<file path="config.mk">
export PLATFORM = sky130hd
export DESIGN_NAME = reg_stream_reader
export DESIGN_NICKNAME = d
export VERILOG_FILES = /design/src/rtl/reg_stream_reader.sv
export SDC_FILE = /design/constraint.sdc
export NUM_CORES = 1
export LEC_CHECK = 0
export ABC_AREA = 1
export BUFFER_PORTS_ARGS = -buffer_cell sky130_fd_sc_hd__clkbuf_2
export CORE_ASPECT_RATIO = 2
export CORE_MARGIN = 3
export CORE_UTILIZATION = 25
export CTS_CLUSTER_DIAMETER = 120
export CTS_CLUSTER_SIZE = 20
export DETAILED_ROUTE_END_ITERATION = 6
export PLACE_DENSITY = 0.42
export RECOVER_POWER = 100
export SLEW_MARGIN = 10
export SYNTH_ARGS = -nofsm -noshare
export SYNTH_HDL_FRONTEND = slang
export SYNTH_SLANG_ARGS = --single-unit
</file>
<file path="constraint.sdc">
create_clock -name clk -period 1.9 [get_ports clk]
set_clock_uncertainty 0.2 [all_clocks]
set_input_delay 0.285 -clock clk [delete_from_list [all_inputs] [get_ports clk]]
set_output_delay 0.285 -clock clk [all_outputs]
set_load 0.02 [all_outputs]
</file>
<file path="src/rtl/reg_stream_reader.sv">
// reg_stream_reader
// Streams a contiguous, wrapping range of register-file entries out over a
// valid/ready handshake. The read index is driven from a register, and the
// register file answers combinationally on reg_out. This block only reads.
//
// State table:
//   IDLE | waiting for start; no beat held
//   RUN  | walking the range; out_* holds the current beat
//
// Ports:
//   clk, reset       rising-edge clock, asynchronous active-high reset
//   start            request a read-out (sampled only in IDLE)
//   first_reg        first index to read (sampled with start)
//   count            number of registers to read, 0..2**D (sampled with start)
//   abort            cancel a read-out in progress, dropping any pending beat
//   reg_from_number  read index to the register file
//   reg_out          register-file read data for reg_from_number
//   out_data         streamed register value
//   out_index        index out_data came from
//   out_valid        out_data/out_index/out_last valid
//   out_ready        consumer accepts the beat when high with out_valid
//   out_last         final beat of the read-out
//   busy             high in RUN
//   done             one-cycle pulse on normal completion
module reg_stream_reader #(
  parameter int W = 8,
  parameter int D = 4
) (
  input  logic         clk,
  input  logic         reset,
  input  logic         start,
  input  logic [D-1:0] first_reg,
  input  logic [D:0]   count,
  input  logic         abort,
  output logic [D-1:0] reg_from_number,
  input  logic [W-1:0] reg_out,
  output logic [W-1:0] out_data,
  output logic [D-1:0] out_index,
  output logic         out_valid,
  input  logic         out_ready,
  output logic         out_last,
  output logic         busy,
  output logic         done
);

  typedef enum logic {IDLE, RUN} state_t;

  localparam logic [D:0] REM_ZERO = '0;
  localparam logic [D:0] REM_ONE  = {{D{1'b0}}, 1'b1};

  state_t       state, state_nxt;
  logic [D-1:0] addr;
  logic [D:0]   remaining;

  logic go;          // latch the range and enter RUN
  logic empty_done;  // start with count==0: complete without any beat
  logic load;        // capture reg_out into the output slot
  logic accept;      // consumer takes the current beat
  logic finish;      // last beat accepted
  logic kill;        // abort while running

  always_ff @(posedge clk or posedge reset) begin
    if (reset) state <= IDLE;
    else       state <= state_nxt;
  end

  always_comb begin
    state_nxt  = state;
    go         = 1'b0;
    empty_done = 1'b0;
    load       = 1'b0;
    accept     = 1'b0;
    finish     = 1'b0;
    kill       = 1'b0;
    case (state)
      IDLE: begin
        // abort has priority over start while idle
        if (start && !abort) begin
          if (count != REM_ZERO) begin
            go        = 1'b1;
            state_nxt = RUN;
          end else begin
            empty_done = 1'b1;
          end
        end
      end
      RUN: begin
        if (abort) begin
          kill      = 1'b1;
          state_nxt = IDLE;
        end else begin
          accept = out_valid && out_ready;
          // the slot may be refilled in the same cycle its beat is taken
          load   = (remaining != REM_ZERO) && (!out_valid || out_ready);
          if (accept && (remaining == REM_ZERO) && out_last) begin
            finish    = 1'b1;
            state_nxt = IDLE;
          end
        end
      end
      default: state_nxt = IDLE;
    endcase
  end

  always_ff @(posedge clk or posedge reset) begin
    if (reset) begin
      addr      <= '0;
      remaining <= '0;
      out_data  <= '0;
      out_index <= '0;
      out_valid <= 1'b0;
      out_last  <= 1'b0;
      done      <= 1'b0;
    end else begin
      done <= finish || empty_done;
      if (go) begin
        addr      <= first_reg;
        remaining <= count;
      end
      if (kill) begin
        out_valid <= 1'b0;
        out_last  <= 1'b0;
        remaining <= '0;
      end else if (load) begin
        // reg_out reflects the contents before any write landing on this edge
        out_data  <= reg_out;
        out_index <= addr;
        out_valid <= 1'b1;
        out_last  <= (remaining == REM_ONE);
        addr      <= addr + 1'b1;
        remaining <= remaining - 1'b1;
      end else if (accept) begin
        out_valid <= 1'b0;
      end
    end
  end

  assign reg_from_number = addr;
  assign busy            = (state == RUN);

endmodule

</file>
==> results of run 1 <==
==> path summary, 6_finish.rpt <==
check                             startpoint            to  slack, ns  cells past startpoint
worst max-delay path            remaining[1]  remaining[2]       0.15                      9
worst min-delay path              reg_out[3]   out_data[3]      0.008                      3
worst max register to register  remaining[1]  remaining[2]       0.15                      9
worst min register to register   out_data[5]   out_data[5]       0.28                      2
max in group asynchronous              reset   out_data[0]       0.58                      4
min in group asynchronous              reset          busy       0.50                      4
==> per-layer routing <==
metal | vias up | part of all wire (%) | track usage [%]
met5 | - | 0 | 0
li1 | 657 | - | -
met1 | 563 | 41 | 13.34
met2 | 31 | 53 | 21.88
met4 | 0 | 1.8 | 4.539
met3 | 5 | 4.4 | 1.515
==> through the flow <==
step | area (um^2) | util, % | cells
floorplan | 1383 | - | 178
global placement | 1654 | 31.62 | 276
detailed placement | 1654 | 31.62 | 276
CTS | 1753 | 33.51 | 285
global route | 1723 | 32.93 | 285
finish | 1723 | 32.93 | 285
==> flip-flops by register name, summed over array words and instances, names as in the netlist <==
signal,cells
out_index,4
remaining,5
reg_from_number,4
out_last,1
out_data,8
out_valid,1
busy,1
done,1
==> timing repair <==
action                                  CTS  global route
resized for setup                         0             1
endpoints found under the setup margin    0             5
hold buffers                              5             0
hold endpoints to repair                 29             0
==> critical path, delay by kind of cell, from the launching register on <==
kind	cells	cell delay, ns
and+or+nand+nor	7	0.76
buffers and inverters	1	0.14
DFF	1	0.38
adders and majority gates	1	0.19
==> power breakdown <==
group / switching (uW) / internal [uW] / leakage, uW / total (uW)
sequential: 170 / 747 / 0.000313 / 917
combinational: 693 / 338 / 0.000590 / 1030
clock: 185 / 149 / 0.0000217 / 334
==> layout make-up <==
type,count,area (um^2)
clock inverter,1,7.507
sequential,25,625.6
clock buffer,3,41.29
fill,604,3508
multi-input combinational,132,649.4
timing repair buffer,49,262.8
inverter,17,63.81
tap,58,72.57
==> Yosys cell counts (all sizes together) <==
cell type  count
nand2         80
dfrtp         25
nand3         19
inv           17
nor2          13
o21ai          9
buf            4
ha             4
nand4          2
xor2           2
nand3b         1
nor3           1
o211ai         1
==> kinds of logic after synthesis <==
group                      after synthesis  share of synthesized area, %
buffers and inverters                   21                         7.602
adders and majority gates                4                         3.620
DFF                                     25                         45.25
xor gates and xnor gates                 2                         1.267
AOI/OAI and AO/OA                       10                         3.801
and+or+nand+nor                        116                         38.46
==> flow_metrics.env, run 1 <==
export IMPL_clkTransAtPathRegs_ns=0.09
export IMPL_fin_setup_tns_ns=0
export IMPL_clockRootBuffer="clkbuf_8"
export IMPL_power_uw=2281
export IMPL_power_density_nw_per_um2=1324
export IMPL_numClockSinks=25
export IMPL_layout_common_cells="nand2_1, dfrtp_1, clkbuf_2"
export IMPL_hold_viol=0
export IMPL_dp_hpwl_um=2675
export IMPL_synthesis_area_um2=1383
export IMPL_setup_ws_ns=0.1510
export IMPL_arrival_ns=1.72
export IMPL_htreeDepth=1
export IMPL_irDropWorstVdd_v=0.0004434
export IMPL_rows=37
export IMPL_status="finished, final reports clean"
export IMPL_start_util_pct=26.43
export IMPL_tightest_slew_ns=0.6439
export IMPL_ys_top_cells_by_area="dfrtp_1, nand2_1, nand3_1"
export IMPL_fin_crit_sh_pct=92.05
export IMPL_drtIter0Drc=26
export IMPL_core_um2=5231
export IMPL_cts_tree="built"
export IMPL_finalSetupViolations=0
export IMPL_cts_made_buffers=3
export IMPL_ys_seq_area_share_pct=45.25
export IMPL_io_pins=42
export IMPL_path_cells="inv_1 -> ha_1 -> nand2_1 -> nor2_4 -> nor2_8 -> nor2_8 -> nand2_2 -> nand2_1 -> nand2_1"
export IMPL_required_ns=1.87
export IMPL_critPathLaunchType="flop"
export IMPL_vias_per_cell=4.407
export IMPL_yosysTopAreaCell="dfrtp_1"
export IMPL_synth_nets=204
export IMPL_drc=0
export IMPL_drtAntennaViolNets=0
export IMPL_grt_setup_unrepaired="no"
export IMPL_hold_class="in2reg"
export IMPL_drt_wl_total_um=3537
export IMPL_overflow=0
export IMPL_cts_buffer_depth=2
export IMPL_final_common_cell="nand2_1"
export IMPL_yosys_cell_types_count=20
export IMPL_port_buffers=41
export IMPL_num_vias=1256
export IMPL_endpoint_kind="flop"
export IMPL_leakage_uw=0.0009239
export IMPL_grt_usage_pct=11.96
export IMPL_crit_top_cell="nand2_1"
export IMPL_slew_viol_final=0
export IMPL_drive_gt1_share_pct=18.50
export IMPL_ys_ff_latch=25
export IMPL_gp_congestion=0.7388
export IMPL_max_stage_delay_ns=0.38
export IMPL_grt_max_degree=26
export IMPL_critPathKind="reg2reg"
export IMPL_firstDrtPassIters=4
export IMPL_netlist_instances=178
export IMPL_area_delta_synth_final_pct=24.62
export IMPL_routedWlPerCell_um=12.41
export IMPL_avgSynthCellArea_um2=7.767
export IMPL_crit_path_top_delay_cell="dfrtp_1"
export IMPL_clk_latency_ns=0.27
export IMPL_fp_dieArea_um2=6513
export IMPL_antenna_found_initial=0
export IMPL_grt_pass1_vias=1334
export IMPL_n_antenna_cell=0
export IMPL_nets=254
export IMPL_timing_fmax_mhz=571.7
export IMPL_worstPathMaxFanout=18
export IMPL_maxSlewHeadroom_pct=57.08
export IMPL_grt_pass1_wl_um=6030
export IMPL_min_period_ns=1.749
export IMPL_ys_warn_count=0
export IMPL_post_cts_buffers=0
export IMPL_worst_hold_slack_ns=0.007917
export IMPL_die_h_um=111.2
export IMPL_drv_cap=0
export IMPL_synth_top_cell_area_share_pct=45.25
export IMPL_post_place_ws_ns=0.1154
export IMPL_die_x_um=58.59
(Power assumes the default switching activity.)
==> run 2: changes to the inputs <==
--- a/config.mk
+++ b/config.mk
@@ -8,13 +8,13 @@
 export ABC_AREA = 1
 export BUFFER_PORTS_ARGS = -buffer_cell sky130_fd_sc_hd__clkbuf_2
 export CORE_ASPECT_RATIO = 2
-export CORE_MARGIN = 3
+export CORE_MARGIN = 4
 export CORE_UTILIZATION = 25
 export CTS_CLUSTER_DIAMETER = 120
 export CTS_CLUSTER_SIZE = 20
 export DETAILED_ROUTE_END_ITERATION = 6
 export PLACE_DENSITY = 0.42
-export RECOVER_POWER = 100
+export RECOVER_POWER = 50
 export SLEW_MARGIN = 10
 export SYNTH_ARGS = -nofsm -noshare
 export SYNTH_HDL_FRONTEND = slang
==> run 2 against run 1 <==
Maximum frequency grew 0.77%. Die area grew 5.3%. Largest cell class unchanged. Worst setup slack gained 0.013 ns. Clock power shrank 2%. Sequential share of layout area grew 0.51 points. Design area shrank 1.4%. Largest power group unchanged. Non-clock buffer count shrank 4.
==> flow_metrics.env, run 2 (synthesized netlist as in run 1, its figures left out) <==
export IMPL_overflow=0
export IMPL_clkTransAtPathRegs_ns=0.09
export IMPL_hold_path_startpoint="reg_out[4]"
export IMPL_p_int_uw=1256
export IMPL_r2r_slack_ns=0.16
export IMPL_num_vias=1231
export IMPL_r2r_end="remaining[0]"
export IMPL_grt_setup_unrepaired="no"
export IMPL_clk_latency_ns=0.27
export IMPL_routedWlPerCell_um=12.95
export IMPL_clockRootBuffer="clkbuf_8"
export IMPL_max_stage_delay_ns=0.42
export IMPL_post_place_ws_ns=0.1138
export IMPL_slew_viol_final=0
export IMPL_endpoint_kind="flop"
export IMPL_critPathKind="reg2reg"
export IMPL_finalSetupViolations=0
export IMPL_ff2ff_path_depth=9
export IMPL_fin_cells=283
export IMPL_tightest_slew_ns=0.6677
export IMPL_r2r_start="remaining[0]"
export IMPL_crit_path_top_delay_cell="dfrtp_1"
export IMPL_irDropWorstVdd_v=0.0005213
export IMPL_rows=38
export IMPL_power_density_nw_per_um2=1363
export IMPL_n_antenna_cell=0
export IMPL_drtIter0Drc=31
export IMPL_min_period_ns=1.736
export IMPL_worstPathMaxFanout=18
export IMPL_fin_setup_tns_ns=0
export IMPL_drc=0
export IMPL_switching_share_pct=45.75
export IMPL_cts_made_buffers=3
export IMPL_grt_max_degree=26
export IMPL_arrival_ns=1.71
export IMPL_setup_ws_ns=0.1643
export IMPL_grt_pass1_wl_um=6044
export IMPL_drv_cap=0
export IMPL_antenna_found_initial=0
export IMPL_nets=250
export IMPL_largest_reg_flops=8
export IMPL_maxSlewHeadroom_pct=55.48
export IMPL_top_register="out_data"
export IMPL_required_ns=1.87
export IMPL_hold_end="out_data[4]"
export IMPL_gp_congestion=0.7533
export IMPL_port_buffers=41
export IMPL_leakage_uw=0.0009393
export IMPL_dp_cells=277
export IMPL_cts_tree="built"
export IMPL_hold_class="in2reg"
export IMPL_drtAntennaViolNets=0
export IMPL_vias_per_cell=4.350
export IMPL_clkPwrFrac_pct=14.2
export IMPL_drt_wl_total_um=3664
export IMPL_htreeDepth=1
export IMPL_grt_pass1_vias=1239
export IMPL_crit_buf_inv=1
export IMPL_timing_fmax_mhz=576.1
export IMPL_dp_hpwl_um=2840
export IMPL_drive_gt1_share_pct=23.32
export IMPL_post_route_util_pct=31.35
export IMPL_critPathLaunchType="flop"
export IMPL_final_common_cell="nand2_1"
export IMPL_seqPwrFrac_pct=39.9
export IMPL_die_h_um=113.2
export IMPL_cts_buffer_depth=2
export IMPL_combinationalPowerShare_pct=45.9
export IMPL_fp_dieArea_um2=6856
export IMPL_crit_top_cell="nand2_1"
export IMPL_grt_usage_pct=11.79
export IMPL_path_cells="inv_2 -> ha_1 -> nand2_1 -> nor2_4 -> nor2_8 -> nor2_8 -> nand2_2 -> nand2_1 -> nand2_1"
export IMPL_layout_common_cells="nand2_1, clkbuf_2, dfrtp_1"
export IMPL_nFillCells=621
export IMPL_fin_crit_sh_pct=91.35
export IMPL_whs_path_depth=3
export IMPL_hold_viol=0
export IMPL_io_pins=42
export IMPL_area_delta_synth_final_pct=22.90
export IMPL_switching_power_uw=1060
export IMPL_crit_family="simple AND/OR/NAND/NOR gates"
export IMPL_status="finished, final reports clean"
export IMPL_firstDrtPassIters=4
export IMPL_core_um2=5420
export IMPL_start_util_pct=25.51
export IMPL_die_x_um=60.59
export IMPL_numClockSinks=25
export IMPL_largestRegisters="out_data: 8 flops, remaining: 5 flops"
run 2: routing by layer:
metal	part of all wire, %	track usage [%]
met5	0	0
met4	2.0	4.776
met3	5.2	1.826
met2	54	20.59
met1	39	13.69
run 2: repair_timing:
action | CTS | global route
gates resized for setup | 0 | 2
setup buffers | 0 | 0
hold endpoints to repair | 26 | 0
setup endpoints to repair | 0 | 5
hold buffers | 2 | 0
run 2: power by group through the flow:
stage	sequential (uW)	clock, uW	combinational [uW]
floorplan	1130	0	551
global route	961	363	1220
detailed placement	937	0	1100
CTS	927	348	1110
finish	924	328	1060
global placement	933	0	1100
run 2: stage by stage:
step	instance area (um^2)	hold WS, ns	power (uW)
global route	1699	0.009979	2542
CTS	1714	0.0002434	2386
floorplan	1383	0.1123	1679
detailed placement	1649	0.1477	2038
finish	1699	0.005308	2316
global placement	1649	0.1385	2036
run 2: layout make-up:
cell class	instances	area (um^2)	area share [%]
clock buffer	4	45.04	2.651
inverter	17	63.81	3.756
multi-input combinational	132	651.9	38.37
sequential	25	625.6	36.82
tap	60	75.07	4.418
timing repair buffer	45	237.7	13.99
run 2: worst max-delay path by stage:
stage	depth (start not counted)	to	startpoint	slack [ns]
2_1_floorplan	9	remaining[2]	remaining[0]	0.32
3_3_place_gp	9	remaining[0]	remaining[0]	0.16
3_5_place_dp	9	remaining[1]	remaining[0]	0.11
4_1_cts	9	remaining[1]	remaining[0]	0.09
5_1_grt	9	remaining[3]	remaining[0]	0.02
6_report	9	remaining[0]	remaining[0]	0.16
run 2: worst reg2reg max path, stage by stage (launching register included):
cell	delay (ns)
dfrtp_1	0.42
inv_2	0.10
ha_1	0.17
nand2_1	0.09
nor2_4	0.18
nor2_8	0.10
nor2_8	0.14
nand2_2	0.10
nand2_1	0.08
nand2_1	0.05
